===== src/rtl/dense_layer_engine_if.sv =====
// Streaming handshake bundle for dense_layer_engine: input vector channel,
// output vector channel and the saturation side flag.
interface dense_layer_engine_if #(
   parameter int unsigned WIDTH = 16,
   parameter int unsigned N_IN  = 16,
   parameter int unsigned N_OUT = 64
);
   logic                        in_valid;
   logic                        in_ready;
   logic [N_IN-1:0][WIDTH-1:0]  in_data;
   logic                        out_valid;
   logic                        out_ready;
   logic [N_OUT-1:0][WIDTH-1:0] out_data;
   logic                        sat_flag;

   modport master (
      output in_valid, in_data, out_ready,
      input  in_ready, out_valid, out_data, sat_flag
   );

   modport slave (
      input  in_valid, in_data, out_ready,
      output in_ready, out_valid, out_data, sat_flag
   );
endinterface


===== src/rtl/dense_layer_engine.sv =====
// Time-multiplexed dense layer y = act(W*x + b): PAR MAC lanes swept over
// N_OUT/PAR output groups, with valid/ready handshakes and saturating output.
module dense_layer_engine #(
   parameter int unsigned WIDTH    = 16,
   parameter int unsigned NFRAC    = 10,
   parameter int unsigned N_IN     = 16,
   parameter int unsigned N_OUT    = 64,
   parameter int unsigned PAR      = 8,
   parameter int unsigned ACT_MODE = 1,
   parameter logic [N_OUT-1:0][N_IN-1:0][WIDTH-1:0] WEIGHTS = '0,
   parameter logic [N_OUT-1:0][WIDTH-1:0]           BIAS    = '0
) (
   input logic                 clk,
   input logic                 reset_n,
   dense_layer_engine_if.slave bus
);
   localparam int unsigned G      = N_OUT / PAR;
   localparam int unsigned PROD_W = 2 * WIDTH;
   localparam int unsigned ACC_W  = 2 * WIDTH + $clog2(N_IN) + 1;
   localparam int unsigned SUM_W  = ACC_W + 1;
   localparam int unsigned G_W    = (G > 1) ? $clog2(G) : 1;
   localparam int unsigned I_W    = $clog2(N_IN + 1);
   localparam logic signed [SUM_W-1:0] MAX_V = SUM_W'((64'sd1 <<< (WIDTH - 1)) - 64'sd1);
   localparam logic signed [SUM_W-1:0] MIN_V = ~MAX_V;

   if ((N_OUT % PAR) != 0) begin : g_bad_par
      $error("dense_layer_engine: N_OUT must be a multiple of PAR");
   end

   typedef enum logic [1:0] {IDLE, COMPUTE, HOLD} state_t;

   state_t                      state, state_nxt;
   logic [N_IN-1:0][WIDTH-1:0]  x_q;
   logic [G_W-1:0]              g_cnt;
   logic [I_W-1:0]              i_cnt;
   logic signed [ACC_W-1:0]     acc [PAR];
   logic [N_OUT-1:0][WIDTH-1:0] out_q;
   logic                        in_ready_q, out_valid_q, sat_flag_q, sat_acc;

   logic                        accept_c, wb_c, last_c;
   logic signed [WIDTH-1:0]     x_sel;
   logic signed [WIDTH-1:0]     w_sel [PAR];
   logic signed [WIDTH-1:0]     b_sel [PAR];
   logic signed [PROD_W-1:0]    prod  [PAR];
   logic [WIDTH-1:0]            wb_val [PAR];
   logic [PAR-1:0]              wb_sat;

   assign accept_c = bus.in_valid && in_ready_q;
   assign wb_c     = (i_cnt == I_W'(N_IN));
   assign last_c   = wb_c && (g_cnt == G_W'(G - 1));

   assign bus.in_ready  = in_ready_q;
   assign bus.out_valid = out_valid_q;
   assign bus.out_data  = out_q;
   assign bus.sat_flag  = sat_flag_q;

   // State register
   always_ff @(posedge clk or negedge reset_n) begin
      if (!reset_n) state <= IDLE;
      else          state <= state_nxt;
   end

   // Next-state logic
   always_comb begin
      state_nxt = state;
      case (state)
         IDLE:    if (accept_c)      state_nxt = COMPUTE;
         COMPUTE: if (last_c)        state_nxt = HOLD;
         HOLD:    if (bus.out_ready) state_nxt = IDLE;
         default:                    state_nxt = IDLE;
      endcase
   end

   // Lane operand select, MAC product and writeback (bias, shift, ReLU, clamp)
   always_comb begin
      logic signed [SUM_W-1:0] sum;
      logic signed [SUM_W-1:0] r;
      sum   = '0;
      r     = '0;
      x_sel = '0;
      for (int ii = 0; ii < N_IN; ii++) begin
         if (i_cnt == I_W'(ii)) x_sel = $signed(x_q[ii]);
      end
      for (int p = 0; p < PAR; p++) begin
         w_sel[p] = '0;
         b_sel[p] = '0;
         for (int gg = 0; gg < G; gg++) begin
            if (g_cnt == G_W'(gg)) begin
               b_sel[p] = $signed(BIAS[gg*PAR+p]);
               for (int ii = 0; ii < N_IN; ii++) begin
                  if (i_cnt == I_W'(ii)) w_sel[p] = $signed(WEIGHTS[gg*PAR+p][ii]);
               end
            end
         end
         prod[p] = PROD_W'(w_sel[p]) * PROD_W'(x_sel);
         sum     = SUM_W'(acc[p]) + (SUM_W'(b_sel[p]) <<< NFRAC);
         r       = sum >>> NFRAC;
         if (ACT_MODE == 1 && r[SUM_W-1]) r = '0;
         wb_sat[p] = 1'b0;
         if (r > MAX_V) begin
            r         = MAX_V;
            wb_sat[p] = 1'b1;
         end else if (r < MIN_V) begin
            r         = MIN_V;
            wb_sat[p] = 1'b1;
         end
         wb_val[p] = WIDTH'(r);
      end
   end

   // Datapath: input latch, counters, accumulators, output registers
   always_ff @(posedge clk or negedge reset_n) begin
      if (!reset_n) begin
         x_q         <= '0;
         g_cnt       <= '0;
         i_cnt       <= '0;
         out_q       <= '0;
         sat_acc     <= 1'b0;
         sat_flag_q  <= 1'b0;
         in_ready_q  <= 1'b1;
         out_valid_q <= 1'b0;
         for (int p = 0; p < PAR; p++) acc[p] <= '0;
      end else begin
         in_ready_q  <= (state_nxt == IDLE);
         out_valid_q <= (state_nxt == HOLD);
         case (state)
            IDLE: begin
               if (accept_c) begin
                  x_q     <= bus.in_data;
                  g_cnt   <= '0;
                  i_cnt   <= '0;
                  sat_acc <= 1'b0;
                  for (int p = 0; p < PAR; p++) acc[p] <= '0;
               end
            end
            COMPUTE: begin
               if (wb_c) begin
                  for (int p = 0; p < PAR; p++) begin
                     for (int gg = 0; gg < G; gg++) begin
                        if (g_cnt == G_W'(gg)) out_q[gg*PAR+p] <= wb_val[p];
                     end
                     acc[p] <= '0;
                  end
                  i_cnt   <= '0;
                  g_cnt   <= g_cnt + G_W'(1);
                  sat_acc <= sat_acc | (|wb_sat);
                  if (last_c) sat_flag_q <= sat_acc | (|wb_sat);
               end else begin
                  for (int p = 0; p < PAR; p++) acc[p] <= acc[p] + ACC_W'(prod[p]);
                  i_cnt <= i_cnt + I_W'(1);
               end
            end
            default: ;
         endcase
      end
   end
endmodule


===== src/flat_wrapper.sv =====
// flat-port wrapper written by rule: the top's interface ports become plain ports
module dense_layer_engine_flat 
#(
   parameter int unsigned WIDTH    = 16,
   parameter int unsigned NFRAC    = 10,
   parameter int unsigned N_IN     = 16,
   parameter int unsigned N_OUT    = 64,
   parameter int unsigned PAR      = 8,
   parameter int unsigned ACT_MODE = 1,
   parameter logic [N_OUT-1:0][N_IN-1:0][WIDTH-1:0] WEIGHTS = '0,
   parameter logic [N_OUT-1:0][WIDTH-1:0]           BIAS    = '0
)
  (clk, reset_n, bus_in_valid, bus_in_data, bus_out_ready, bus_in_ready, bus_out_valid, bus_out_data, bus_sat_flag);
  dense_layer_engine_if #(.WIDTH(WIDTH), .N_IN(N_IN), .N_OUT(N_OUT)) bus_i ();
  input logic clk;
  input logic reset_n;
  input wire logic [$bits(bus_i.in_valid)-1:0] bus_in_valid;
  input wire logic [$bits(bus_i.in_data)-1:0] bus_in_data;
  input wire logic [$bits(bus_i.out_ready)-1:0] bus_out_ready;
  output wire logic [$bits(bus_i.in_ready)-1:0] bus_in_ready;
  output wire logic [$bits(bus_i.out_valid)-1:0] bus_out_valid;
  output wire logic [$bits(bus_i.out_data)-1:0] bus_out_data;
  output wire logic [$bits(bus_i.sat_flag)-1:0] bus_sat_flag;
  assign bus_i.in_valid = bus_in_valid;
  assign bus_i.in_data = bus_in_data;
  assign bus_i.out_ready = bus_out_ready;
  assign bus_in_ready = bus_i.in_ready;
  assign bus_out_valid = bus_i.out_valid;
  assign bus_out_data = bus_i.out_data;
  assign bus_sat_flag = bus_i.sat_flag;
  dense_layer_engine #(.WIDTH(WIDTH), .NFRAC(NFRAC), .N_IN(N_IN), .N_OUT(N_OUT), .PAR(PAR), .ACT_MODE(ACT_MODE), .WEIGHTS(WEIGHTS), .BIAS(BIAS)) u_core (.clk(clk), .reset_n(reset_n), .bus(bus_i));
endmodule

===== config.mk =====
export PLATFORM = sky130hd
export DESIGN_NAME = dense_layer_engine_flat
export DESIGN_NICKNAME = d
export VERILOG_FILES = /design/src/rtl/dense_layer_engine_if.sv /design/src/rtl/dense_layer_engine.sv /design/src/flat_wrapper.sv
export SDC_FILE = /design/constraint.sdc
export NUM_CORES = 1
export LEC_CHECK = 0
export BUFFER_PORTS_ARGS = -buffer_cell sky130_fd_sc_hd__buf_2
export CAP_MARGIN = 20
export CORE_AREA = 2 2 503 505
export DETAILED_ROUTE_END_ITERATION = 10
export DIE_AREA = 0 0 505 507
export GPL_TIMING_DRIVEN = 0
export MAX_ROUTING_LAYER = met4
export SYNTH_ARGS = -nofsm -noshare
export SYNTH_HDL_FRONTEND = slang
export SYNTH_SLANG_ARGS = --single-unit

===== constraint.sdc =====
create_clock -name clk -period 1.7 [get_ports clk]
set_input_delay 0.34 -clock clk [delete_from_list [all_inputs] [get_ports clk]]
set_output_delay 0.34 -clock clk [all_outputs]
set_load 0.01 [all_outputs]

==> results of run 1 <==
[cell families (layout without fill, tap and decap cells)]
family | count (synthesis) | count (layout) | share of synthesized area
other | 1 | 1024 | 0.000447
multiplexers | 2 | 2 | 0.00298
XOR/XNOR | 2 | 2 | 0.00209
adder cells (fa/ha/maj) | 4 | 4 | 0.00596
AO/OA/AOI/OAI | 13 | 13 | 0.0106
AND/OR/NAND/NOR | 22 | 22 | 0.0171
flip-flops | 14 | 14 | 0.0419
buffers and inverters | 1028 | 1038 | 0.919
[synthesized netlist by cell type]
cell type and instances:
buf_4 1025, dfrtp_1 13, nand2_1 5, ha_1 4
nand3_1 4, o21ai_0 3, a31o_2 2, inv_1 2
nor2b_1 2, nor3_1 2, o21ai_1 2, o2bb2ai_1 2
xor2_1 2, a21o_1 1, a21oi_1 1, a22o_1 1
and2_1 1, and2_4 1, and4bb_1 1, buf_6 1
conb_1 1, dfstp_2 1, mux2_4 1, mux2i_1 1
nand2b_1 1, nand2b_4 1, nand3_2 1, nand4bb_1 1
nor3b_1 1, o31ai_1 1, or2_2 1
[registers in the layout, indices dropped and copies added (netlist names)]
signal                cells
u_core.bus.sat_flag       1
u_core.sat_acc            1
u_core.bus.out_valid      1
u_core.bus.in_ready       1
u_core.i_cnt              5
u_core.state              2
u_core.g_cnt              3
[per-layer routing]
metal	track usage	vias up	share of wire
met5	-	-	0
met4	0.000873	0	0.0040
met3	0.00360	6	0.25
met2	0.0144	692	0.47
met1	0.00713	1762	0.28
li1	-	3307	-
[how the worst min path moves through the flow]
| stage | from | endpoint | slack [ns] | cells after the start |
|---|---|---|---|---|
| 5_1_grt | reset_n | u_core.sat_acc | 0.01 | 1 |
| 4_1_cts | reset_n | u_core.sat_acc | 0.002 | 1 |
| 2_1_floorplan | reset_n | u_core.bus.out_valid | 0.04 | 0 |
| 3_3_place_gp | reset_n | u_core.bus.sat_flag | 0.26 | 1 |
| 6_report | reset_n | u_core.sat_acc | -0.01 | 1 |
| 3_5_place_dp | reset_n | u_core.bus.sat_flag | 0.26 | 1 |
[report_power, final]
group / switching [mW] / internal (mW) / total (mW)
Sequential: 0.103 / 0.453 / 0.556
Combinational: 1.59 / 1.72 / 3.32
Clock: 0.136 / 0.356 / 0.492
Total: 1.83 / 2.53 / 4.36
[cell type report]
type / count / area [um2]
Inverter: 2 / 7.51
Sequential cell: 14 / 352
Clock buffer: 4 / 88.8
Tap cell: 3348 / 4190
Multi-Input combinational cell: 1067 / 4170
Timing Repair Buffer: 6 / 30.0
Fill cell: 29542 / 234000
Buffer: 1026 / 7710
[metrics by stage]
stage	hold slack, ns	setup WS [ns]	total power, mW	utilization	area (um2)
after detailed placement	0.261	0.246	3.74	0.0657	16500
after floorplan	0.0444	0.311	3.60	-	12200
after global placement	0.260	0.243	3.72	0.0657	16500
final	-0.0121	0.230	4.36	0.0660	16500
after global routing	0.0103	0.166	4.75	0.0660	16500
after CTS	0.00179	0.220	4.24	0.0660	16500
[cell usage in the layout (no fill, tap or decap), drive strengths merged]
cell type / instances
and2: 2
xor2: 2
buf: 1032
dfrtp: 13
ha: 4
a31o: 2
mux2: 1
nand3: 5
inv: 2
nor3b: 1
o21ai: 5
o2bb2ai: 2
conb: 1024
o31ai: 1
or2: 1
nor3: 2
nand2b: 2
nand2: 5
nand4bb: 1
nor2b: 2
a22o: 1
mux2i: 1
a21oi: 1
clkbuf: 4
a21o: 1
and4bb: 1
dfstp: 1
[worst register-to-register path, delay by kind of cell (launching register included)]
| kind | cells | cell delay, ns |
|---|---|---|
| buffers and inverters | 2 | 0.19 |
| multiplexers | 1 | 0.29 |
| flip-flops | 1 | 0.40 |
| AND/OR/NAND/NOR | 2 | 0.28 |
| adder cells (fa/ha/maj) | 1 | 0.19 |
==> metrics.txt, run 1 <==
failing checks hold timing; period utilization 0.865; Clock Path Buffers 2; Critical path origin u_core.i_cnt[0]; Ant. Diodes 0; DR vias/cell 1.05; cells after synthesis approximately 1100; DP Wirelength between 10 and 15 mm; crit path time final 1.47 ns; buffers and inverters on the worst path 2; Slowest cell on crit path dfrtp_1; max-slew violations 0; row count 184; Mean Syn Cell Area between 7 and 8 um2; clock sink count 14; reg-to-reg slack, setup 0.23 ns; Seq/Total Area, Yosys 0.0419; PostCTS Resize Cnt 0; Worst-path clk slew approximately 0.050 ns; antenna violations before repair 2; TritonCTS clock tree done; setup TNS 0 ns; Detail Route Antenna Nets 0; vias in the first global route roughly 3800; top cell type's share of synthesized area 0.917; worst hold-check path type input port to asynchronous set/reset pin; FF+latch count, synth 14; reg-to-reg startpoint u_core.i_cnt[0]; GRT Util Overall 0.00761; vias 5767; fin cells 5467; CTS Buf Count 3; total wire length 13.3 mm; GRT overflow 0; largest cells by area after synthesis buf_4 (92%), dfrtp_1 (3.9%), ha_1 (0.60%), dfstp_2 (0.31%), nand3_1 (0.24%); Hold WS -0.0121 ns; RR Endpoint u_core.bus.sat_flag; P_leak 9.31 nW; startpoint types flip-flop; die area between 200000 and 300000 um2; Area Growth Syn to Fin 97.1%; r2r worst-path depth 6; H-tree levels 1; worst IR drop on VDD slightly below 300 uV; DR pass1 iterations 4; Ports 1287; core area 250000 um2; Critical Path End Type flip-flop; die height around 500 um; Critical Path RT 1.83 ns; Inst Count DP ~5500; DRC 0; maxcap violations 0; WS Path Type flip-flop to flip-flop; CP cell instances inv_1 -> ha_1 -> and4bb_1 -> buf_6 -> nand3_2 -> mux2_4; later-pin clock latency in the skew report ~0.24 ns; clk_skew between 0.002 and 0.003 ns; die width 505 um; Setup Buffers After CTS 0; port bufs 6; power density over the cells between 200 and 300 nW/um2; setup violators final 0; largest net degree at the start of global routing 15; final hold viol count 13; GP Congestion around 0.64; First DRT Iteration DRCs 26; first-pass GRT wire length 16.9 mm; FMAX around 680 MHz; clock root buffer clkbuf_16; status finished with violations; WP data arrival ~1.6 ns; Max Fanout on Critical Path 8; leading area contributor after synthesis buf_4; Crit path max-delay family flip-flops; critical path endpoint u_core.bus.sat_flag; layout cell share with drive strength beyond 1 0.493; synthesis warning total 0; Post-Syn Area around 8400 um2; Final #Nets ~2400; CP max stage delay 0.40 ns; wire per inst 2.44 um; CTS hold repair buffers 0; Levels on crit path 6; RSZ-0062 raised after global routing no; Synth cell types 31; Initial Utilization 0.0335
Note: power is estimated with default switching activity, not from simulation.
==> run 2: changes to the inputs <==
==> constraint.sdc (replaced) <==
create_clock -name clk -period 1.6 [get_ports clk]
set_input_delay 0.32 -clock clk [delete_from_list [all_inputs] [get_ports clk]]
set_output_delay 0.32 -clock clk [all_outputs]
set_load 0.01 [all_outputs]
==> metrics.txt, run 2 (synthesis results as in run 1) <==
DP Wirelength 13.7 mm (unchanged); startpoint types flip-flop (unchanged); wire per inst 2.44 um (about the same); H-tree levels 1 (unchanged); period utilization 0.922 (was 0.865); CTS Buf Count 3 (unchanged); later-pin clock latency in the skew report 0.24 ns (about the same); FMAX 678 MHz (was 680 MHz); clk_skew 0.00161 ns (was 0.00252 ns); clock sink count 14 (unchanged); First DRT Iteration DRCs 25 (was 26); Worst-path clk slew 0.05 ns (about the same); Slowest cell on crit path dfrtp_1 (unchanged); r2r worst-path depth 6 (unchanged); die area 256000 um2 (unchanged); max-slew violations 0 (unchanged); minimum setup slack after placement 0.146 ns (was 0.246 ns); Ant. Diodes 0 (unchanged); Max Fanout on Critical Path 8 (unchanged); Critical Path RT 1.73 ns (was 1.83 ns); GRT Util Overall 0.00762 (was 0.00761); Area Growth Syn to Fin 97.2% (was 97.1%); total wire length 13.3 mm (unchanged); first-pass GRT wire length 16.9 mm (about the same); Final Worst Setup Slack 0.124 ns (was 0.230 ns); max reg flops 5 (unchanged); worst hold-check path type input port to flip-flop (was input port to asynchronous set/reset pin); GP Congestion 0.642 (unchanged); die width 505 um (unchanged); vias 5768 (was 5767); crit path time final 1.48 ns (was 1.47 ns); GRT overflow 0 (unchanged); TritonCTS clock tree done (unchanged); Final #Nets 2385 (was 2384); P_leak 9.31 nW (about the same); setup TNS 0 ns (unchanged); DR pass1 iterations 4 (unchanged); Hold WS 0.440 ns (was -0.0121 ns); setup violators final 0 (unchanged); Reg with most FFs u_core.i_cnt (unchanged); DRC 0 (unchanged); most common cell after layout, fill and taps aside buf_4 (unchanged); Initial Utilization 0.0335 (unchanged); Clock Path Buffers 2 (unchanged); largest registers u_core.i_cnt (5), u_core.g_cnt (3), u_core.state (2) (unchanged); DR vias/cell 1.05 (about the same); largest net degree at the start of global routing 15 (unchanged); Critical Path End Type flip-flop (unchanged); worst IR drop on VDD 318 uV (was 298 uV); WS Path Type flip-flop to flip-flop (unchanged); RSZ-0062 raised after global routing no (unchanged); Ports 1287 (unchanged); layout cell share with drive strength beyond 1 0.492 (was 0.493); antenna violations before repair 2 (unchanged); maxcap violations 0 (unchanged); WP data arrival 1.60 ns (about the same); final hold viol count 0 (was 13); core area 250000 um2 (unchanged); clock root buffer clkbuf_16 (unchanged); Pwr Total 4.64 mW (was 4.36 mW); power density over the cells 280 nW/um2 (was 264 nW/um2); vias in the first global route 3816 (was 3805); Worst Hold Depth 3; CP cell instances inv_1 -> ha_1 -> and4bb_1 -> buf_6 -> nand3_2 -> mux2_4 (unchanged); port bufs 6 (unchanged); Detail Route Antenna Nets 0 (unchanged); most frequent cells in the layout buf_4 (1025), conb_1 (1024), dfrtp_1 (13) (unchanged); row count 184 (unchanged); CP max stage delay 0.40 ns (about the same); status finished, final reports clean (was finished with violations); die height 507 um (unchanged)
==> run 2: cell count changes in the layout (fill, tap and decap cells not counted) <==
| cell | before | now |
|---|---|---|
| dlygate4sd3_1 | 0 | 1 |
==> run 2: power by group <==
part / switching, mW / internal (mW)
Sequential: 0.110 / 0.481
Clock: 0.143 / 0.378
Combinational: 1.69 / 1.83
==> run 2: repair_timing <==
action,in CTS,in global routing
gates resized for setup,0,0
hold endpoints to repair,13,0
hold buffers,1,0
buffers inserted,0,0
==> run 2: final timing paths <==
kind                            slack [ns]                   to            start
worst max register to register        0.12  u_core.bus.sat_flag  u_core.i_cnt[0]
worst min-delay path                  0.44  u_core.bus.in_ready    bus_out_ready
worst min register to register        0.48       u_core.sat_acc   u_core.sat_acc
max in group asynchronous             0.64  u_core.bus.in_ready          reset_n
min in group asynchronous             0.67       u_core.sat_acc          reset_n
worst max-delay path                  0.12  u_core.bus.sat_flag  u_core.i_cnt[0]
==> run 2: stage by stage <==
step | cell area, um2 | util | instances
after floorplan | 12200 | - | 2109
final | 16600 | 0.0661 | 5468
after global placement | 16500 | 0.0657 | 5463
after detailed placement | 16500 | 0.0657 | 5463
after CTS | 16600 | 0.0661 | 5468
after global routing | 16600 | 0.0661 | 5468
==> run 2: routing by layer <==
layer	share of wire	vias to the layer above	track usage
met1	0.28	1760	0.00717
met3	0.25	4	0.00355
met4	0.0034	0	0.000873
li1	-	3309	-
met5	0	-	-
met2	0.46	695	0.0144
==> run 2: critical path, delay by kind of cell, from the launching register on <==
kind                       cells  cell delay [ns]
and+or+nand+nor                2             0.28
buffers and inverters          2             0.19
muxes                          1             0.29
DFF                            1             0.40
adders and majority gates      1             0.19
==> run 2: layout make-up <==
| class | instances | area [um2] |
|---|---|---|
| Inverter | 2 | 7.51 |
| Multi-Input combinational cell | 1067 | 4170 |
| Buffer | 1026 | 7710 |
| Timing Repair Buffer | 7 | 40.0 |
| Sequential cell | 14 | 352 |
| Tap cell | 3348 | 4190 |
| Clock buffer | 4 | 88.8 |
| Fill cell | 29539 | 234000 |
==> run 3: changes to the inputs <==
--- a/config.mk
+++ b/config.mk
@@ -12,6 +12,7 @@
 export DIE_AREA = 0 0 505 507
 export GPL_TIMING_DRIVEN = 0
 export MAX_ROUTING_LAYER = met4
+export PLACE_DENSITY = 0.3
 export SYNTH_ARGS = -nofsm -noshare
 export SYNTH_HDL_FRONTEND = slang
 export SYNTH_SLANG_ARGS = --single-unit
==> metrics.txt, run 3 (synthesis results as in run 1) <==
Int Power 2.69 mW (about the same); period utilization 0.934 (was 0.922); die area 256000 um2 (unchanged); port bufs 6 (unchanged); Initial Utilization 0.0335 (unchanged); FMAX 669 MHz (was 678 MHz); Final #Nets 2385 (unchanged); WP data arrival 1.62 ns (was 1.60 ns); Clock power frac 0.114 (was 0.112); Ant. Diodes 0 (unchanged); PostCTS Resize Cnt 0 (unchanged); TritonCTS clock tree done (unchanged); largest net degree at the start of global routing 15 (unchanged); sequential cell area 352 um2 (unchanged); GRT Util Overall 0.0102 (was 0.00762); worst IR drop on VDD 418 uV (was 318 uV); switching share of power 0.428 (was 0.420); most common cell after layout, fill and taps aside buf_4 (unchanged); Max Fanout on Critical Path 8 (unchanged); DR pass1 iterations 4 (unchanged); Hold WS 0.464 ns (was 0.440 ns); antenna violations before repair 0 (was 2); maxcap violations 0 (unchanged); sequential group share of total power 0.127 (about the same); total wire length 16.6 mm (was 13.3 mm); CP max stage delay 0.41 ns (was 0.40 ns); crit path time final 1.49 ns (was 1.48 ns); startpoint types flip-flop (unchanged); layout cell share with drive strength beyond 1 0.492 (unchanged); clock sink count 14 (unchanged); Multi-input gate area 4170 um2 (unchanged); core area 250000 um2 (unchanged); most frequent cells in the layout buf_4 (1025), conb_1 (1024), dfrtp_1 (13) (unchanged); r2r worst-path depth 6 (unchanged); max reg flops 5 (unchanged); reg-to-reg startpoint u_core.i_cnt[0] (unchanged); First DRT Iteration DRCs 44 (was 25); largest registers u_core.i_cnt (5), u_core.g_cnt (3), u_core.state (2) (unchanged); Worst Hold Depth 3 (unchanged); setup violators final 0 (unchanged); Area Growth Syn to Fin 97.2% (unchanged); Pwr Total 4.71 mW (was 4.64 mW); Comb pwr share 0.759 (was 0.760); die height 507 um (unchanged); Slowest cell on crit path dfrtp_1 (unchanged); reg-to-reg slack, setup 0.11 ns (was 0.12 ns); RR Endpoint u_core.bus.sat_flag (unchanged); GP Congestion 0.678 (was 0.642); clock root buffer clkbuf_16 (unchanged); max-slew violations 0 (unchanged); Clock Path Buffers 2 (unchanged); DP Wirelength 16.9 mm (was 13.7 mm); setup TNS 0 ns (unchanged); clk_skew 0.00544 ns (was 0.00161 ns); worst hold-check path type input port to flip-flop (unchanged); status finished, final reports clean (unchanged); GRT overflow 0 (unchanged); DRC 0 (unchanged); DR vias/cell 1.08 (was 1.05); HP Start bus_out_ready (unchanged); WS Path Type flip-flop to flip-flop (unchanged); vias in the first global route 4260 (was 3816); final hold viol count 0 (unchanged); Critical Path End Type flip-flop (unchanged); first-pass GRT wire length 21.3 mm (was 16.9 mm); RSZ-0062 raised after global routing no (unchanged); CTS Buf Count 3 (unchanged); vias 5905 (was 5768); Hold Path End u_core.bus.in_ready (unchanged); Worst-path clk slew 0.05 ns (about the same); die width 505 um (unchanged); net switching power 2.02 mW (was 1.95 mW); Critical Path RT 1.73 ns (about the same); CP cell instances inv_1 -> ha_1 -> and4bb_1 -> buf_6 -> nand3_2 -> mux2_4 (unchanged); layout filler cell count 29707 (was 29539); row count 184 (unchanged); P_leak 9.31 nW (unchanged); wire per inst 3.04 um (was 2.44 um); Ports 1287 (unchanged); power density over the cells 285 nW/um2 (was 280 nW/um2); later-pin clock latency in the skew report 0.25 ns (was 0.24 ns); H-tree levels 1 (unchanged); Reg with most FFs u_core.i_cnt (unchanged); Detail Route Antenna Nets 0 (unchanged)
[run 3: cell counts in the layout (fill, tap and decap cells not counted)]
No cell type changed its count.
[run 3: layer usage]
layer / wire [um] / GRT usage / share of wire
met4: 0 / 0.000125 / 0
met5: 0 / - / 0
met3: 3430 / 0.00412 / 0.21
met2: 8710 / 0.0216 / 0.52
met1: 4490 / 0.00843 / 0.27
[run 3: final cells by class]
type / count / area share
Buffer: 1026 / 0.466
Timing Repair Buffer: 7 / 0.00242
Sequential cell: 14 / 0.0212
Clock buffer: 4 / 0.00537
Tap cell: 3348 / 0.253
Inverter: 2 / 0.000454
Multi-Input combinational cell: 1067 / 0.252
[run 3: power groups by stage]
stage	sequential (mW)	clock, mW	combinational [mW]
after floorplan	0.576	0	3.25
after global placement	0.599	0	3.38
after detailed placement	0.600	0	3.38
after CTS	0.596	0.555	3.38
after global routing	0.621	0.570	3.92
final	0.598	0.538	3.57
[run 3: worst max path at each step]
stage,endpoint,cells after the start,from,slack [ns]
4_1_cts,u_core.bus.sat_flag,6,u_core.i_cnt[0],0.1
6_report,u_core.bus.sat_flag,6,u_core.i_cnt[0],0.11
2_1_floorplan,u_core.bus.sat_flag,6,u_core.i_cnt[0],0.21
3_3_place_gp,u_core.bus.sat_flag,6,u_core.i_cnt[0],0.13
3_5_place_dp,u_core.bus.sat_flag,6,u_core.i_cnt[0],0.12
5_1_grt,u_core.bus.sat_flag,6,u_core.i_cnt[0],0.05
[run 3: critical path, delay by kind of cell, from the launching register on]
family	cells	cell delay, ns
flip-flops	1	0.41
adder cells (fa/ha/maj)	1	0.19
buffers and inverters	2	0.21
AND/OR/NAND/NOR	2	0.29
multiplexers	1	0.29
[run 3: metrics by stage]
step,area (um2),std cells,utilization,setup slack [ns]
2_1_floorplan,12200,2109,-,0.211
3_3_place_gp,16500,5463,0.0657,0.126
3_5_place_dp,16500,5463,0.0657,0.119
4_1_cts,16600,5468,0.0661,0.0970
5_1_grt,16600,5468,0.0661,0.0490
6_report,16600,5468,0.0661,0.106
[run 3: what timing repair did]
item,in CTS,in global routing
endpoints found under the hold margin,13,0
hold buffers,1,0
setup buffers,0,0
